==> config.mk <==
export PLATFORM = sky130hd
export DESIGN_NAME = mem_arbiter
export DESIGN_NICKNAME = d
export VERILOG_FILES = /design/src/rtl/mem_arbiter.sv
export SDC_FILE = /design/constraint.sdc
export NUM_CORES = 1
export LEC_CHECK = 0
export CELL_PAD_IN_SITES_DETAIL_PLACEMENT = 0
export CELL_PAD_IN_SITES_GLOBAL_PLACEMENT = 2
export CORE_ASPECT_RATIO = 0.5
export CORE_MARGIN = 4
export CORE_UTILIZATION = 10
export DETAILED_ROUTE_END_ITERATION = 8
export PLACE_DENSITY = 0.93
export SETUP_SLACK_MARGIN = 0.5
export SLEW_MARGIN = 5
export SYNTH_ARGS = -nofsm -noshare
export SYNTH_HDL_FRONTEND = slang
export SYNTH_SLANG_ARGS = --single-unit
==> constraint.sdc <==
create_clock -name clk -period 2.3 [get_ports clk]
set_input_delay 0.69 -clock clk [delete_from_list [all_inputs] [get_ports clk]]
set_output_delay 0.69 -clock clk [all_outputs]
set_load 0.01 [all_outputs]
==> src/rtl/mem_arbiter.sv <==
//==============================================================================
// Module   : mem_arbiter
// Brief    : N-channel to single-bus arbiter with an in-order tag FIFO for
//            response routing. Optional macro MEM_ARB_RR_EN selects round-robin
//            arbitration; otherwise fixed priority, lowest index wins.
// Revision : 1.0 - initial release
//==============================================================================
`default_nettype none

module mem_arbiter #(
  parameter int CH    = 2,
  parameter int XLEN  = 32,
  parameter int DEPTH = 4
) (
  input  logic                      clk,
  input  logic                      rst,
  input  logic [CH-1:0]             ch_req,
  input  logic [CH-1:0]             ch_cmd,
  input  logic [2*CH-1:0]           ch_width,
  input  logic [CH*XLEN-1:0]        ch_addr,
  input  logic [CH*XLEN-1:0]        ch_wdata,
  output logic [CH-1:0]             ch_gnt,
  output logic [CH-1:0]             ch_resp,
  output logic [XLEN-1:0]           ch_rdata,
  output logic [CH-1:0]             ch_err,
  output logic                      bus_req,
  output logic                      bus_cmd,
  output logic [1:0]                bus_width,
  output logic [XLEN-1:0]           bus_addr,
  output logic [XLEN-1:0]           bus_wdata,
  input  logic                      bus_gnt,
  input  logic                      bus_resp,
  input  logic                      bus_err,
  input  logic [XLEN-1:0]           bus_rdata,
  output logic [$clog2(DEPTH):0]    outst_cnt,
  output logic                      stray_resp
);

  localparam int TW = (CH > 1) ? $clog2(CH) : 1;
  localparam int PW = $clog2(DEPTH);
  localparam int CW = PW + 1;

  logic [TW-1:0] w_sel;
  logic [TW-1:0] w_head;
  logic          w_full;
  logic          w_empty;
  logic          w_push;
  logic          w_pop;

  logic [TW-1:0] r_tag [DEPTH];
  logic [PW-1:0] r_wptr;
  logic [PW-1:0] r_rptr;
  logic [CW-1:0] r_cnt;
  logic          r_stray;

  assign w_full  = (r_cnt == CW'(DEPTH));
  assign w_empty = (r_cnt == '0);
  assign bus_req = (|ch_req) & ~w_full;
  // Grants are suppressed while reset is asserted so nothing leaks upstream.
  assign w_push  = bus_req & bus_gnt & rst;
  assign w_pop   = bus_resp & ~w_empty;
  assign w_head  = r_tag[r_rptr];

`ifdef MEM_ARB_RR_EN
  logic [TW-1:0] r_rr_ptr;

  always_comb begin
    int  v_idx;
    logic v_found;
    w_sel   = '0;
    v_idx   = 0;
    v_found = 1'b0;
    for (int i = 0; i < CH; i++) begin
      v_idx = int'(r_rr_ptr) + i;
      if (v_idx >= CH) v_idx = v_idx - CH;
      if (!v_found && ch_req[v_idx]) begin
        w_sel   = TW'(v_idx);
        v_found = 1'b1;
      end
    end
  end

  always_ff @(posedge clk or negedge rst) begin
    if (!rst) begin
      r_rr_ptr <= '0;
    end else if (w_push) begin
      r_rr_ptr <= (w_sel == TW'(CH - 1)) ? '0 : w_sel + 1'b1;
    end
  end
`else
  always_comb begin
    w_sel = '0;
    for (int i = CH - 1; i >= 0; i--) begin
      if (ch_req[i]) w_sel = TW'(i);
    end
  end
`endif

  assign bus_cmd   = bus_req & ch_cmd[w_sel];
  assign bus_width = bus_req ? ch_width[w_sel*2 +: 2]       : 2'b00;
  assign bus_addr  = bus_req ? ch_addr[w_sel*XLEN +: XLEN]  : '0;
  assign bus_wdata = bus_req ? ch_wdata[w_sel*XLEN +: XLEN] : '0;

  always_comb begin
    ch_gnt  = '0;
    ch_resp = '0;
    ch_err  = '0;
    if (w_push) ch_gnt[w_sel] = 1'b1;
    if (w_pop) begin
      ch_resp[w_head] = 1'b1;
      ch_err[w_head]  = bus_err;
    end
  end

  assign ch_rdata   = bus_rdata;
  assign outst_cnt  = r_cnt;
  assign stray_resp = r_stray;

  // Tag storage carries no reset; validity is tracked by the pointers and count.
  always_ff @(posedge clk) begin
    if (w_push) r_tag[r_wptr] <= w_sel;
  end

  always_ff @(posedge clk or negedge rst) begin
    if (!rst) begin
      r_wptr  <= '0;
      r_rptr  <= '0;
      r_cnt   <= '0;
      r_stray <= 1'b0;
    end else begin
      if (w_push) r_wptr <= r_wptr + 1'b1;
      if (w_pop)  r_rptr <= r_rptr + 1'b1;
      case ({w_push, w_pop})
        2'b10:   r_cnt <= r_cnt + 1'b1;
        2'b01:   r_cnt <= r_cnt - 1'b1;
        default: r_cnt <= r_cnt;
      endcase
      r_stray <= bus_resp & w_empty;
    end
  end

endmodule

`default_nettype wire

**Yosys cells after proc, flatten, opt, wreduce, memory -nomap -nowiden**

Memory sizes are Yosys's and may differ from the RTL's.
Index checks and enable logic that the tools add are counted.
W data, S select, Z words.

- Logic and storage cells: 50
- Output and inout bits: 110
- Memory bits (writable): 4
- Bits in registers: 8
- Memories: 1

Memories:

| memory | depth | width | rd ports | clocked after Yosys merged registers in | wr ports | RTL line | text |
|---|---|---|---|---|---|---|---|
| r_tag | 4 | 1 | 1 | 0 | 1 | 50 | `logic [TW-1:0] r_tag [DEPTH];` |

- Equal/unequal tests: 3
- Add/sub/neg operators: 4
- $lt $le $gt $ge: 4
- Reduce and logical (&&, ||, !) cells: 5
- Bitwise gates (word level): 9
- Shifts and indexed selects: 3
- Mux-type cells: 17

Operators by type and width:

| operator | count |
|---|---|
| $shiftx A64 B7 Y32 | 2 |
| $mux W32 | 2 |
| $mux W1 | 8 |
| $mux W2 | 4 |
| $and A1 B1 Y1 | 6 |
| $pmux W3 S2 | 1 |
| $add A2 B1 Y2 const B | 2 |
| $lt A1 B2 Y1 const B | 2 |
| $shiftx A4 B3 Y2 | 1 |
| $add A3 B1 Y3 const B | 1 |
| $eq A3 B3 Y1 const B | 1 |
| $logic_not A3 Y1 | 1 |
| $sub A3 B1 Y3 const B | 1 |
| $and A2 B2 Y2 | 1 |
| $demux W1 S1 | 2 |
| $eq A2 B1 Y1 const B | 1 |
| $eq A2 B2 Y1 const B | 1 |
| $ge A1 B1 Y1 const B | 2 |
| $logic_and A1 B1 Y1 | 2 |
| $not A1 Y1 | 2 |
| $reduce_bool A2 Y1 | 1 |
| $reduce_or A2 Y1 | 1 |

**Logic depth before layout (Yosys ltp)**

Gate-level depths: netlist (run 1).

- Depth after elaboration: 7
- Depth in mapped cells: 9

**Worst setup path after synthesis (run 1)**

No wires, ideal clock.

- Kind: input to output
- Start point: input ch_req[0]
- End point: output bus_wdata[10]
- Path slack: 21 ps
- Arrival time: 1589 ps
- Cell stages on the path: 6
- Path through: nand2b_1 -> buf_4 -> buf_6 -> clkbuf_1 -> nand2_1 -> a21oi_1

- Cells in the longest elaborated chain, start to end: 3
- Elaborated cells on any way between the ends: 5
- Those cells by class: shift (1); mux (2); bitwise (1); reduce/logical (1)

RTL lines:

| item | RTL line | text |
|---|---|---|
| start, declared | 17 | `input logic [CH-1:0] ch_req,` |
| $mux W1 / $reduce_or A2 Y1 (equally long branches) | 94, 58 |  |
| $shiftx A64 B7 Y32 / $and A1 B1 Y1 (equally long branches) | 102, 58 |  |
| $mux W32 (*) | 102 | `assign bus_wdata = bus_req ? ch_wdata[w_sel*XLEN +: XLEN] : '0;` |
| end, declared | 30 | `output logic [XLEN-1:0] bus_wdata,` |

Mark *: on every way between the ends. The rest lies on a longest branch, timed or not.

**Worst setup path after layout (run 1)**

Same ends and word-level chain as after synthesis.

==> impl_results.md, run 1 <==
- GR Overflow Total: 0
- Number of port buffers: 218
- Seq/Total Area, Yosys: 0.165
- CP max FO: 7
- Distinct cell type count after synthesis: 29
- Min cycle time layout: 2.51 ns
- DR vias/cell: 3.68
- Setup CP Type: in2out
- Tcrit/Tclk final: 1.09
- Outcome: complete, but fails checks
- Top Ports: 283
- Clock sinks: 12
- Global-route wire length before repair: 18,800 microns
- Num CTS Buffers: 3
- Die width: 205 microns
- Setup-failing EPs final: 70
- Peak supply drop: 291 uV
- Comb power frac: 0.809
- Mapped cell area: 0.00194 sq mm
- Synth top area cells: nand2_1 (26%), buf_4 (13%), a21oi_1 (12%)
- Synth Register Bits: 12
- Starting Density: 0.104
- Net Sw Power: 1.38 mW
- Highest Clock Rate: 398 MHz
- Int Pwr: 2.17 mW
- Critical Path End Type: output port
- Family with the most delay on the worst path: buffers and inverters
- Largest net degree at the start of global routing: 15
- # DRC: 0
- Routed Antenna Nets: 0
- Share of layout cells above drive strength 1: 0.554
- Violated checks: setup timing
- Final wirelength: 13,200 microns
- Final hold slack: 0.490 ns
- Dpl cells: 756
- Sequential group share of total power: 0.100
- Static Leakage: 2.59 nW
- Multi-input logic area: 0.00180 sq mm
- Final hold violation count: 0
- Sw frac: 0.389
- Synth Area per Inst: 6.21 sq um
- # rows: 35
- WP data required: 1.61 ns
- Worst-path cell chain: buf_6 -> buf_6 -> nor2_2 -> or2_4 -> buf_12 -> buf_12 -> buf_16 -> a21oi_2 -> buf_2
- Fill count: 1,948
- Rel. slew slack: 0.828
- RSZ-0062 raised after global routing: true
- DP HPWL: 8520 microns
- Clk root buf: clkbuf_16
- Routed length per instance: 16.0 microns
- Startpoint Class: primary input
- Die Area: 0.0218 sq mm
- Vias in the first global route: 3,098
- Synth-to-Final Area Change: 204%
- Clock power share: 0.091
- Max_cap viols: 0
- Htree depth: 1
- Syn. warnings: 0
- Syn Nets: 491
- Clock latency on the worst-skew pair: 0.24 ns
- Final Cell Area: 0.00589 sq mm
- Seq. cell area: 320 sq um
- Max Slew Vio Count: 0
- Tot GR Track Use: 0.111
- Top cell type's share of synthesized area: 0.263
- Worst slew pin tran: 0.255 ns
- Critical Path Slowest Stage Cell: or2_4
- CP max stage delay: 0.26 ns
- NumNets Final: 747
- CORE AREA: 0.0187 sq mm
- Initial antenna violation count: 0
- Area after DPL: 0.00455 sq mm
- Mapped Cells: 312
- Fin worst setup slack: -0.211 ns
- Die outline height: 106 microns
- CTS tree: yes
- Clock Skew: 0.00145 ns
- DR iter-0 viols: 153
- Via count: 3,042
- Pwr dens: 602 mW/mm^2
- GPL Wtd Cong: 0.823
- Pre-Repair DR Iteration Count: 4
- Crit path buffers/inverters: 6
- Worst-path clk slew: 0.04 ns
- Non-filler cells, final: 826
- Ant diodes: 0
- Clock Path Buffers: 2
- CP Data Arrival Time: 1.82 ns
- Hold crit path type: reg2reg
- Synth area leader: nand2_1
## final timing paths
check,start,depth (start not counted),endpoint,slack (ns)
setup / recovery,ch_req[0],9,bus_wdata[10],-0.21
max in group asynchronous,rst,2,outst_cnt[1],1.64
hold / removal,r_rptr[1],1,r_rptr[1],0.49
hold reg to reg,r_rptr[1],1,r_rptr[1],0.49
setup reg to reg,outst_cnt[0],12,outst_cnt[2],0.10
min in group asynchronous,rst,2,r_rptr[1],0.53
## Yosys cell counts, drive strengths merged
library cell / number
edfxtp: 4
mux2i: 1
a21oi: 67
nand2b: 1
xor2: 3
nor3: 2
nor2: 4
mux4: 1
or2: 1
nor2b: 1
buf: 45
fa: 1
o31a: 1
nor3b: 1
nor4b: 1
mux2: 1
o211ai: 1
nand2: 136
and2: 5
and3: 1
dfrtp: 8
clkbuf: 10
inv: 8
xnor2: 3
ha: 5
## final cells by class
cell class / count / share of cell area
timing repair buffer: 306 / 0.563
clock inverter: 1 / 0.000638
multi-input combinational: 237 / 0.306
tap: 259 / 0.0551
sequential: 12 / 0.0544
clock buffer: 3 / 0.0128
inverter: 8 / 0.00829
## routing by layer
layer,track usage,routed length [microns],up-vias
li1,-,-,1490
met3,0.0119,372,18
met4,0.0267,237,0
met5,0,0,-
met2,0.197,6990,82
met1,0.145,5590,1452
## cell families after synthesis
kind of cell,share of synthesized area
muxes,0.0226
xor gates and xnor gates,0.0271
DFF,0.165
adders and majority gates,0.0426
AOI/OAI and AO/OA,0.218
buffers and inverters,0.208
and+or+nand+nor,0.316
## flip-flops by register name, summed over array words and instances (netlist names)
signal,flops
stray_resp,1
r_wptr,2
r_tag,4
r_rptr,2
outst_cnt,3
## per-stage QoR
stage | setup TNS (ns) | total power [mW] | util | setup slack (ns)
CTS | -9.23 | 3.35 | 0.296 | -0.230
finish | -9.11 | 3.55 | 0.315 | -0.211
global placement | -62.19 | 2.40 | 0.243 | -0.925
global route | -12.34 | 3.76 | 0.315 | -0.257
detailed placement | -62.81 | 2.42 | 0.243 | -0.915
floorplan | 0 | 1.40 | - | 0.138
## cell usage in the layout, fill, tap and decap left out, types with 2 or more instances in the layout
master and n:
dfrtp_1 8, clkbuf_16 4, buf_12 21, inv_1 4, nand2_1 78, and2_1 4, buf_4 17, clkdlybuf4s50_1 134
nor2_4 2, buf_8 8, nand2_2 34, buf_16 17, dlygate4sd2_1 4, a21oi_2 59, nand2_4 24, buf_6 40
ha_1 4, inv_2 2, xor2_1 3, edfxtp_1 4, xnor2_1 3, buf_2 62, a21oi_4 8
## power groups by stage
stage	Combinational, mW	Sequential [mW]	Clock, mW
after floorplan	1.02	0.383	0
after global placement	2.05	0.349	0
after detailed placement	2.07	0.353	0
after CTS	2.67	0.351	0.326
after global routing	3.06	0.365	0.340
final	2.87	0.355	0.321
## what timing repair did
item                                    in CTS  in global routing
buffers inserted                            38                 10
pin swaps                                   31                 41
gates cloned                                17                  1
resized for setup                          439                 63
endpoints found under the setup margin      87                 78
hold buffers                                 0                  0
Note: power is estimated with default switching activity, not from simulation.
==> run 2, diff against run 1 <==
--- a/config.mk
+++ b/config.mk
@@ -12,6 +12,7 @@
 export CORE_UTILIZATION = 10
 export DETAILED_ROUTE_END_ITERATION = 8
 export PLACE_DENSITY = 0.93
+export RECOVER_POWER = 100
 export SETUP_SLACK_MARGIN = 0.5
 export SLEW_MARGIN = 5
 export SYNTH_ARGS = -nofsm -noshare
==> impl_results.md, run 2 (synthesis results as in run 1) <==
- Outcome: complete, but fails checks
- Violated checks: setup timing
- Tcrit/Tclk final: 1.09
- RSZ-0062 raised after global routing: true
- Via count: 3,042
- Tot GR Track Use: 0.111
- Clock Skew: 0.00145 ns
- Rel. slew slack: 0.693
- Htree depth: 1
- Setup-failing EPs final: 74
- Min cycle time layout: 2.51 ns
- Most common cell after layout, fill and taps aside: clkdlybuf4s50_1
- Die Area: 0.0218 sq mm
- Post-Route Utilization: 0.314
- Hold crit path type: reg2reg
- Max Slew Vio Count: 0
- DP HPWL: 8520 microns
- Clock sinks: 12
- CTS tree: yes
- Final wirelength: 13,200 microns
- # rows: 35
- Static Leakage: 2.58 nW
- CORE AREA: 0.0187 sq mm
- Pwr dens: 602 mW/mm^2
- Pre-Repair DR Iteration Count: 4
- Startpoint Class: primary input
- Worst-path cell chain: buf_6 -> buf_6 -> nor2_2 -> or2_4 -> buf_12 -> buf_12 -> buf_16 -> a21oi_2 -> buf_2
- Worst-path clk slew: 0.04 ns
- Clock Path Buffers: 2
- Critical Path End Type: output port
- Initial antenna violation count: 0
- Fin worst setup slack: -0.211 ns
- # DRC: 0
- Critical Path Slowest Stage Cell: or2_4
- Max_cap viols: 0
- WP data required: 1.61 ns
- Num CTS Buffers: 3
- CP max FO: 7
- Die outline height: 106 microns
- Die width: 205 microns
- Post-cts hold buffer count: 0
- Most frequent cells in the layout: clkdlybuf4s50_1 (134), nand2_1 (78), buf_2 (62)
- Vias in the first global route: 3,098
- GR Overflow Total: 0
- Number of port buffers: 218
- Top reg by flops: r_tag
- Global-route wire length before repair: 18,800 microns
- Top Ports: 283
- Final hold violation count: 0
- Synth-to-Final Area Change: 203%
- Setup CP Type: in2out
- Largest net degree at the start of global routing: 15
- CP Data Arrival Time: 1.82 ns
- Share of layout cells above drive strength 1: 0.550
- Clk root buf: clkbuf_16
- CP max stage delay: 0.26 ns
- GPL Wtd Cong: 0.823
- Routed Antenna Nets: 0
- Worst slew pin tran: 0.460 ns
- NumNets Final: 747
- DR vias/cell: 3.68
- Routed length per instance: 16.0 microns
- Max reg flops: 4
- Clock latency on the worst-skew pair: 0.24 ns
- Ant diodes: 0
- Starting Density: 0.104
- Peak supply drop: 291 uV
- Pwr Total: 3.54 mW
- Highest Clock Rate: 398 MHz
- DR iter-0 viols: 157
==> run 2: cell count changes in the layout (fill, tap and decap cells not counted) <==
cell             change
clkdlybuf4s25_1      +1
clkbuf_1             +1
buf_6                -1
buf_4                -1
==> run 2: timing repair <==
item / in CTS / in global routing
resized for setup: 439 / 63
setup endpoints to repair: 87 / 78
hold endpoints to repair: 0 / 0
pin swaps: 31 / 41
setup buffers: 38 / 10
cloned: 17 / 1
==> run 2: layout make-up <==
class	count	area, sq um
clock buffer	3	75.1
clock inverter	1	3.75
fill	1949	12800
inverter	8	48.8
multi-input combinational	237	1800
sequential	12	320
tap	259	324
timing repair buffer	306	3310
==> run 2: metal layers <==
layer / vias up / routed length, microns / track usage
li1: 1489 / - / -
met1: 1452 / 5540 / 0.145
met2: 83 / 7000 / 0.197
met3: 18 / 416 / 0.0119
met4: 0 / 237 / 0.0267
met5: - / 0 / 0
==> run 2: where the power goes <==
| part | internal (mW) | switching [mW] |
|---|---|---|
| logic | 1.63 | 1.23 |
| clock network | 0.229 | 0.0922 |
| registers | 0.300 | 0.0530 |
==> run 2: worst paths after layout <==
path                                    from            end  slack (ns)  cells past startpoint
worst max-delay path               ch_req[0]  bus_wdata[10]       -0.21                      9
worst min-delay path               r_rptr[1]      r_rptr[1]        0.49                      1
worst max register to register  outst_cnt[1]   outst_cnt[2]       -0.04                     13
worst min register to register     r_rptr[1]      r_rptr[1]        0.49                      1
max in group asynchronous                rst   outst_cnt[1]        1.35                      2
min in group asynchronous                rst      r_rptr[1]        0.64                      2
==> run 2: per-stage QoR <==
stage          TNS [ns]  hold WS [ns]  setup WS [ns]  instance area (sq um)  instances
6_report          -9.41         0.488         -0.211                   5880        826
3_5_place_dp     -62.81         0.474         -0.915                   4550        756
5_1_grt          -13.03         0.537         -0.257                   5880        826
2_1_floorplan         0         0.394          0.138                   2270        312
3_3_place_gp     -62.19         0.476         -0.925                   4550        756
4_1_cts           -9.23         0.484         -0.230                   5530        815
==> run 2: worst max-delay path, delay by kind of cell <==
family | cells | cell delay [ns]
buf+inv | 6 | 0.72
simple gates | 2 | 0.29
compound gates | 1 | 0.10
